===== config.mk =====
export PLATFORM = sky130hd
export DESIGN_NAME = axi4_switch_custom
export DESIGN_NICKNAME = d
export VERILOG_FILES = /design/src/rtl/axi4_switch_custom_pkg.sv /design/src/rtl/axi4_switch_custom_arb.sv /design/src/rtl/axi4_switch_custom.sv
export SDC_FILE = /design/constraint.sdc
export NUM_CORES = 1
export LEC_CHECK = 0
export BUFFER_PORTS_ARGS = -buffer_cell sky130_fd_sc_hd__buf_2
export CAP_MARGIN = 10
export CORE_AREA = 8 8 716 718
export DETAILED_ROUTE_END_ITERATION = 10
export DIE_AREA = 0 0 724 726
export GPL_TIMING_DRIVEN = 0
export PLACE_DENSITY = 0.3
export SKIP_CTS_REPAIR_TIMING = 1
export SLEW_MARGIN = 10
export SYNTH_ARGS = -nofsm -noshare
export SYNTH_HDL_FRONTEND = slang
export SYNTH_HIERARCHICAL = 1
export SYNTH_SLANG_ARGS = --single-unit

===== constraint.sdc =====
create_clock -name clk -period 3.4 [get_ports clk]
set_input_delay 0.68 -clock clk [delete_from_list [all_inputs] [get_ports clk]]
set_output_delay 0.68 -clock clk [all_outputs]
set_load 0.01 [all_outputs]

===== src/rtl/axi4_switch_custom_pkg.sv =====
// -----------------------------------------------------------------------------
// axi4_switch_custom_pkg
// Shared definitions for the 2:1 AXI4-Stream packet switch:
//   - arb_state_t : arbiter state encoding (IDLE / LOCK0 / LOCK1)
//   - default data/user/keep widths
//   - slave port index constants
// -----------------------------------------------------------------------------
package axi4_switch_custom_pkg;

    typedef enum logic [1:0] {
        IDLE  = 2'd0,
        LOCK0 = 2'd1,
        LOCK1 = 2'd2
    } arb_state_t;

    localparam int TDATA_DEF = 512;
    localparam int TUSER_DEF = 81;
    localparam int TKEEP_DEF = 16;

    localparam int PORT0 = 0;
    localparam int PORT1 = 1;

endpackage


===== src/rtl/axi4_switch_custom_arb.sv =====
// -----------------------------------------------------------------------------
// axi4_switch_custom_arb
// Packet-level round-robin arbiter for two slave ports.
// Ports:
//   clk, rst_n  : clock, synchronous active-low reset
//   req         : per-port tvalid
//   supress     : per-port request mask, only honoured in IDLE
//   handshake   : a beat of the granted port transferred this cycle
//   tlast       : tlast of the granted port's current beat
//   grant       : one-hot grant (combinational in IDLE, fixed while locked)
// -----------------------------------------------------------------------------
module axi4_switch_custom_arb
    import axi4_switch_custom_pkg::*;
(
    input  logic       clk,
    input  logic       rst_n,
    input  logic [1:0] req,
    input  logic [1:0] supress,
    input  logic       handshake,
    input  logic       tlast,
    output logic [1:0] grant
);

    arb_state_t state;
    logic       prio;   // port currently holding round-robin priority
    logic [1:0] elig;

    always_comb begin
        elig  = req & ~supress;
        grant = '0;
        case (state)
            IDLE: begin
                if (elig == 2'b11) begin
                    grant = prio ? 2'b10 : 2'b01;
                end else begin
                    grant = elig;
                end
            end
            LOCK0:   grant = 2'b01;
            LOCK1:   grant = 2'b10;
            default: grant = '0;
        endcase
    end

    always_ff @(posedge clk) begin
        if (!rst_n) begin
            state <= IDLE;
            prio  <= 1'b0;
        end else if (handshake) begin
            if (tlast) begin
                // packet finished: release lock, priority goes to the other port
                state <= IDLE;
                prio  <= grant[PORT0];
            end else if (state == IDLE) begin
                state <= grant[PORT1] ? LOCK1 : LOCK0;
            end
        end
    end

endmodule


===== src/rtl/axi4_switch_custom.sv =====
// -----------------------------------------------------------------------------
// axi4_switch_custom
// 2:1 AXI4-Stream packet switch. Whole packets from slave ports s0/s1 are
// forwarded to master port m0 without interleaving, round-robin between
// packets.
// Ports:
//   clk, rst_n        : clock, synchronous active-low reset
//   s_req_supress     : bit n masks new arbitration requests from slave n
//   axi_s0_* / axi_s1_*: slave stream inputs (tdata/tuser/tlast/tkeep/tvalid),
//                       tready outputs
//   axi_m0_*          : master stream outputs, tready input
// Build option:
//   AXI4_SWITCH_CUSTOM_OUTREG_EN - when defined, m0 is driven from a 2-entry
//   skid register slice (1-cycle latency, full throughput); otherwise m0 is a
//   zero-latency mux of the granted slave.
// -----------------------------------------------------------------------------
module axi4_switch_custom
    import axi4_switch_custom_pkg::*;
#(
    parameter int TDATA_L = TDATA_DEF,
    parameter int TUSER_L = TUSER_DEF,
    parameter int TKEEP_L = TKEEP_DEF
) (
    input  logic               clk,
    input  logic               rst_n,
    input  logic [1:0]         s_req_supress,
    input  logic [TDATA_L-1:0] axi_s0_tdata_i,
    input  logic [TUSER_L-1:0] axi_s0_tuser_i,
    input  logic               axi_s0_tlast_i,
    input  logic [TKEEP_L-1:0] axi_s0_tkeep_i,
    input  logic               axi_s0_tvalid_i,
    output logic               axi_s0_tready_o,
    input  logic [TDATA_L-1:0] axi_s1_tdata_i,
    input  logic [TUSER_L-1:0] axi_s1_tuser_i,
    input  logic               axi_s1_tlast_i,
    input  logic [TKEEP_L-1:0] axi_s1_tkeep_i,
    input  logic               axi_s1_tvalid_i,
    output logic               axi_s1_tready_o,
    output logic [TDATA_L-1:0] axi_m0_tdata_o,
    output logic [TUSER_L-1:0] axi_m0_tuser_o,
    output logic               axi_m0_tlast_o,
    output logic [TKEEP_L-1:0] axi_m0_tkeep_o,
    output logic               axi_m0_tvalid_o,
    input  logic               axi_m0_tready_i
);

    logic [1:0]         grant;
    logic               core_ready;   // switch core may accept a beat this cycle
    logic               handshake;
    logic               sel_valid;
    logic               sel_last;
    logic [TDATA_L-1:0] sel_data;
    logic [TUSER_L-1:0] sel_user;
    logic [TKEEP_L-1:0] sel_keep;

    axi4_switch_custom_arb u_arb (
        .clk       (clk),
        .rst_n     (rst_n),
        .req       ({axi_s1_tvalid_i, axi_s0_tvalid_i}),
        .supress   (s_req_supress),
        .handshake (handshake),
        .tlast     (sel_last),
        .grant     (grant)
    );

    // Granted-port mux; everything reads as zero when nothing is granted.
    always_comb begin
        sel_valid = 1'b0;
        sel_last  = 1'b0;
        sel_data  = '0;
        sel_user  = '0;
        sel_keep  = '0;
        if (grant[PORT0]) begin
            sel_valid = rst_n & axi_s0_tvalid_i;
            sel_last  = axi_s0_tlast_i;
            sel_data  = axi_s0_tdata_i;
            sel_user  = axi_s0_tuser_i;
            sel_keep  = axi_s0_tkeep_i;
        end else if (grant[PORT1]) begin
            sel_valid = rst_n & axi_s1_tvalid_i;
            sel_last  = axi_s1_tlast_i;
            sel_data  = axi_s1_tdata_i;
            sel_user  = axi_s1_tuser_i;
            sel_keep  = axi_s1_tkeep_i;
        end
    end

    assign handshake       = sel_valid & core_ready;
    assign axi_s0_tready_o = rst_n & grant[PORT0] & core_ready;
    assign axi_s1_tready_o = rst_n & grant[PORT1] & core_ready;

`ifdef AXI4_SWITCH_CUSTOM_OUTREG_EN
    localparam int BEAT_W = TDATA_L + TUSER_L + TKEEP_L + 1;

    logic [BEAT_W-1:0] in_beat;
    logic [BEAT_W-1:0] out_beat;
    logic [BEAT_W-1:0] skid_beat;
    logic              out_valid;
    logic              skid_valid;

    assign in_beat    = {sel_data, sel_user, sel_keep, sel_last};
    // Space exists whenever the skid entry is free, so the slave side never
    // sees axi_m0_tready_i combinationally.
    assign core_ready = ~skid_valid;

    always_ff @(posedge clk) begin
        if (!rst_n) begin
            out_valid  <= 1'b0;
            skid_valid <= 1'b0;
            out_beat   <= '0;
            skid_beat  <= '0;
        end else if (!out_valid || axi_m0_tready_i) begin
            // output register frees up: refill from skid first, else from input
            if (skid_valid) begin
                out_beat   <= skid_beat;
                out_valid  <= 1'b1;
                skid_valid <= 1'b0;
            end else begin
                out_valid <= sel_valid;
                if (sel_valid) begin
                    out_beat <= in_beat;
                end
            end
        end else if (handshake) begin
            skid_beat  <= in_beat;
            skid_valid <= 1'b1;
        end
    end

    assign {axi_m0_tdata_o, axi_m0_tuser_o, axi_m0_tkeep_o, axi_m0_tlast_o} = out_beat;
    assign axi_m0_tvalid_o = rst_n & out_valid;
`else
    assign core_ready      = axi_m0_tready_i;
    assign axi_m0_tdata_o  = sel_data;
    assign axi_m0_tuser_o  = sel_user;
    assign axi_m0_tkeep_o  = sel_keep;
    assign axi_m0_tlast_o  = sel_last;
    assign axi_m0_tvalid_o = sel_valid;
`endif

endmodule


**Word level (Yosys, flattened, before mapping)**

Cells that the tools add are included.

- Eq/ne operators: 3
- Mux-type cells: 16
- Bitwise operators: 9
- Reductions and logical operators: 4

Operators with widths:

| kind | number |
|---|---|
| $mux W512 | 2 |
| $mux W81 | 2 |
| $mux W16 | 2 |
| $mux W2 | 5 |
| $and A1 B1 Y1 | 7 |
| $pmux W2 S3 | 1 |
| $eq A2 B2 Y1 const B | 2 |
| $mux W1 | 4 |
| $reduce_and A2 Y1 | 2 |
| $and A2 B2 Y2 | 1 |
| $eq A2 B1 Y1 const B | 1 |
| $logic_not A2 Y1 | 1 |
| $not A2 Y2 | 1 |
| $reduce_bool A2 Y1 | 1 |

- Register bits after elaboration: 3
- Bits of input ports: 1227
- Output and inout port bits: 613
- Word-level logic and storage cells: 34

**Depth between registers and ports, before layout**

- Word-level depth: 9
- Mapped depth: 10
- Gate-level depth less buffers: 8

**By module**

Netlist, hierarchy kept.

Modules (own cells, without submodules):

| module | instances | cells each | area an instance (um^2) | seq. area each (um^2) |
|---|---|---|---|---|
| axi4_switch_custom | 1 | 758 | 6019.5 | 0.0 |
| axi4_switch_custom_arb | 1 | 23 | 188.9 | 60.1 |

**Least setup slack after synthesis**

OpenSTA, ideal clock, no wires.

- Kind: input to output
- From: in s_req_supress[0]
- To: out axi_m0_tdata_o[389]
- Data arrival time: 2.227 ns
- Required time: 2.720 ns
- Setup slack: 0.493 ns
- Cell stages on the path: 9
- Path buffers: 4
- Path through: or3b_4 > a31oi_4 > nor2_1 > nor2b_1 > buf_2 > buf_4 > buf_6 > buf_2 > a22o_1

- Longest elaborated chain between the ends: 7

Ends and longest elaborated chain:

| item | RTL line | RTL |
|---|---|---|
| from (decl) | axi4_switch_custom.sv:26 | `input logic [1:0] s_req_supress,` |
| $not A2 Y2 | axi4_switch_custom_arb.sv:29 | `elig = req & ~supress;` |
| $and A2 B2 Y2 | axi4_switch_custom_arb.sv:29 |  |
| $eq A2 B2 Y1 | axi4_switch_custom_arb.sv:33 | `if (elig == 2'b11) begin` |
| $mux W2 | axi4_switch_custom_arb.sv:33 |  |
| $pmux W2 S3 | axi4_switch_custom_arb.sv:31 | `case (state)` |
| net grant[1] | axi4_switch_custom.sv:47 | `logic [1:0] grant;` |
| $mux W512 | axi4_switch_custom.sv:79 | `end else if (grant[PORT1]) begin` |
| $mux W512 | axi4_switch_custom.sv:73 | `if (grant[PORT0]) begin` |
| to (decl) | axi4_switch_custom.sv:39 | `output logic [TDATA_L-1:0] axi_m0_tdata_o,` |

The timed path passes the listed nets, and every way through them passes these cells.

**Worst setup path in the final report**

- From: in s_req_supress[0]
- To: out axi_m0_tdata_o[132]

The elaborated chain is that of the path after synthesis.

==> results.sh <==
export IMPL_status="finished, violations left"
export IMPL_violations="antenna violations, negative setup slack"
export IMPL_multi_input_area_um2=6050
export IMPL_synth_edf_count=0
export IMPL_path_common_cell="buf_16"
export IMPL_cts_sinks=3
export IMPL_ys_warn_count=6
export IMPL_maxCapViolCount=0
export IMPL_clk_pin_slew_ns=0.03
export IMPL_r2r_end="u_arb/state[0]$_SDFFE_PN0P_"
export IMPL_async_reset_ff_share_pct=0
export IMPL_cp_endpoint="axi_m0_tdata_o[132]"
export IMPL_cts_path_max_buffers=2
export IMPL_critical_path_required_ns=2.72
export IMPL_synth_nets=2008
export IMPL_avgSynthCellArea_um2=7.95
export IMPL_synthMostInstantiatedCell="a22o_1"
export IMPL_crit_family="buffers and inverters"
export IMPL_p_leak_nw=11.6
export IMPL_grt_use_total_pct=16.3
export IMPL_yosysSeqAreaShare_pct=0.967
export IMPL_antenna_found_initial=673
export IMPL_fillers=59700
export IMPL_slew_viol_final=0
export IMPL_register_area_um2=60.1
export IMPL_vias_per_cell=2.19
export IMPL_fin_ws_ns=-0.153
export IMPL_initial_core_util_pct=1.24
export IMPL_critical_path_slowest_cell="or3b_4"
export IMPL_synth_seq_cells=3
export IMPL_ios=1840
export IMPL_reg2reg_slack_ns=0.85
export IMPL_finalHoldViolCount=0
export IMPL_top_usage_layer="met2"
export IMPL_path_depth=11
export IMPL_clkLatencyLatePin_ns=0.23
export IMPL_clock_fmax_ghz=0.281
export IMPL_grt_util_met3_pct=14.9
export IMPL_slew_headroom_pct=55.5
export IMPL_synthDistinctLibCells=22
export IMPL_ir_worst_vdd_v=0.0000774
export IMPL_reg2reg_depth=10
export IMPL_path_class="input pin to primary output"
export IMPL_drive_gt1_share_pct=78.6
export IMPL_met2_usage_pct=25.6
export IMPL_rsz0062_at_grt="yes"
export IMPL_gp_congestion=1.08
export IMPL_crit_path_start_kind="input pin"
export IMPL_synthCells=781
export IMPL_firstDrtPassIters=5
export IMPL_gr_total_overflow=0
export IMPL_powerDensity_nw_per_um2=194
export IMPL_final_area_um2=27800
export IMPL_cts_buffers=3
export IMPL_min_period_ns=3.55
export IMPL_hold_path_class="flip-flop to flip-flop"
export IMPL_first_global_vias=18300
export IMPL_htree_levels=1
export IMPL_r2r_start="u_arb/prio$_SDFFE_PN0P_"
export IMPL_worstPathArrival_ns=2.87
export IMPL_routedWlPerCell_um=46.6
export IMPL_fin_worst_skew_ns=0.00340
export IMPL_placed_area_um2=23900
export IMPL_startpoint="s_req_supress[0]"
export IMPL_ys_top_cells_by_area="a22o_1 86%, buf_2 5.3%, clkbuf_1 3.3%"
export IMPL_num_rows=260
export IMPL_numPortBuffers=1839
export IMPL_drtIter0Drc=1687
export IMPL_fp_dieW_um=724
export IMPL_synth_top_area_share_pct=85.8
export IMPL_antenna_left=5
export IMPL_root_buffer="clkbuf_16"
export IMPL_worst_slew_pin_slew_ns=0.668
export IMPL_crit_path_end_kind="primary output"
export IMPL_core_area_um2=500000
export IMPL_grt_pass1_wl_um=490000
export IMPL_fin_nets=3882
export IMPL_fin_crit_sh_pct=105
export IMPL_finalPower_mw=5.39
export IMPL_vias=21400
export IMPL_die_y_um=726
export IMPL_syn_area_um2=6210
export IMPL_yosys_area_top_type="a22o_1"
export IMPL_yosys_top_cells_count="608 x a22o_1, 66 x buf_2, 54 x clkbuf_1"
export IMPL_cts_tree="done"
export IMPL_wl_um=455000
export IMPL_dieArea_um2=526000
export IMPL_crit_chain="buf_8, or3b_4, a31oi_4, nor2_4, nor2b_4, clkbuf_16, buf_16, buf_16, buf_4, a22o_2, buf_2"
export IMPL_hpwl_um=433000
export IMPL_synthToLayoutAreaGrowth_pct=347
export IMPL_drc_errors=0
export IMPL_grtUsageMet1_pct=15.5
export IMPL_cp_max_fo=10
export IMPL_slowest_delay_ns=0.38
export IMPL_ys_flop_type="dfxtp_1"
export IMPL_setup_viol=374
export IMPL_grt_max_degree=11
export IMPL_crit_buf_inv=6
worst min-delay path by stage:
stage / startpoint / depth (start not counted) / slack (ns) / to
2_1_floorplan: u_arb/prio$_SDFFE_PN0P_ / 2 / 0.45 / u_arb/prio$_SDFFE_PN0P_
3_3_place_gp: u_arb/prio$_SDFFE_PN0P_ / 2 / 0.46 / u_arb/prio$_SDFFE_PN0P_
3_5_place_dp: u_arb/prio$_SDFFE_PN0P_ / 2 / 0.47 / u_arb/prio$_SDFFE_PN0P_
4_1_cts: u_arb/prio$_SDFFE_PN0P_ / 2 / 0.48 / u_arb/prio$_SDFFE_PN0P_
5_1_grt: u_arb/prio$_SDFFE_PN0P_ / 2 / 0.50 / u_arb/prio$_SDFFE_PN0P_
6_report: u_arb/prio$_SDFFE_PN0P_ / 2 / 0.48 / u_arb/prio$_SDFFE_PN0P_
flip-flops by register name, summed over array words and instances (netlist names):
signal and cells:
u_arb/prio 1, u_arb/state 2
logic make-up (layout without fill, tap and decap cells):
group                  after synthesis  after routing  share of synthesized area, %
buffers and inverters              139           2012                          10.2
other                                0            426                             0
DFF                                  3              3                         0.967
AOI/OAI and AO/OA                  619            619                          87.1
and+or+nand+nor                     20             20                          1.67
stage by stage:
step	hold WS, ns	setup TNS (ns)	utilization, %	instances	setup slack, ns
detailed placement	0.473	-659.45	4.77	9304	-1.76
global placement	0.464	-983.67	4.75	9301	-3.91
floorplan	0.446	0	-	781	0.493
CTS	0.481	-661.98	4.78	9308	-1.77
global route	0.505	-49.21	5.40	9462	-0.200
finish	0.480	-23.93	5.55	9761	-0.153
area by class of cell:
cell class                      instances  area share [%]
Inverter                                3          0.0405
Clock buffer                            4           0.284
Antenna cell                          426            3.84
Sequential cell                         3           0.216
Buffer                                136            4.91
Multi-Input combinational cell        639            21.8
Tap cell                             6681            30.1
Timing Repair Buffer                 1869            38.8
where the power goes:
part	leakage [nW]	internal [mW]	switching, mW
clock network	0.0408	0.155	0.0382
logic	11.6	1.84	3.31
registers	0.0242	0.0361	0.00116
layer usage:
metal  routed length (um)  vias to the layer above
li1                     -                     7740
met1               149000                     9542
met2               195000                     2620
met3                89800                     1165
met4                18100                      314
met5                 2290                        -
worst register-to-register path, stage by stage (launching register included):
cell and delay, ns:
dfxtp_1 0.34, or3b_4 0.15, a31oi_4 0.11, nor2_4 0.15
nor2b_4 0.16, clkbuf_16 0.22, buf_6 0.24, a22o_1 0.39
nand2_1 0.19, and3_1 0.22, a2bb2o_1 0.26
placed cells by master, fill, tap and decap left out, types with 2 or more instances in the layout:
master | netlist | layout
buf_12 | 0 | 32
nand3b_1 | 2 | 2
buf_6 | 2 | 115
clkbuf_2 | 0 | 25
clkbuf_1 | 54 | 11
clkbuf_16 | 0 | 14
a21oi_1 | 4 | 3
o21ai_0 | 2 | 2
and3_1 | 3 | 3
clkbuf_4 | 0 | 53
buf_4 | 4 | 59
buf_2 | 66 | 1671
a22o_1 | 608 | 528
nor2_4 | 0 | 2
a22o_2 | 0 | 27
dfxtp_1 | 3 | 3
nor2b_4 | 0 | 2
a22o_4 | 0 | 53
buf_16 | 0 | 11
inv_1 | 3 | 3
diode_2 | 0 | 426
buf_8 | 0 | 18
nand2_1 | 9 | 9
Note: power is estimated with default switching activity, not from simulation.
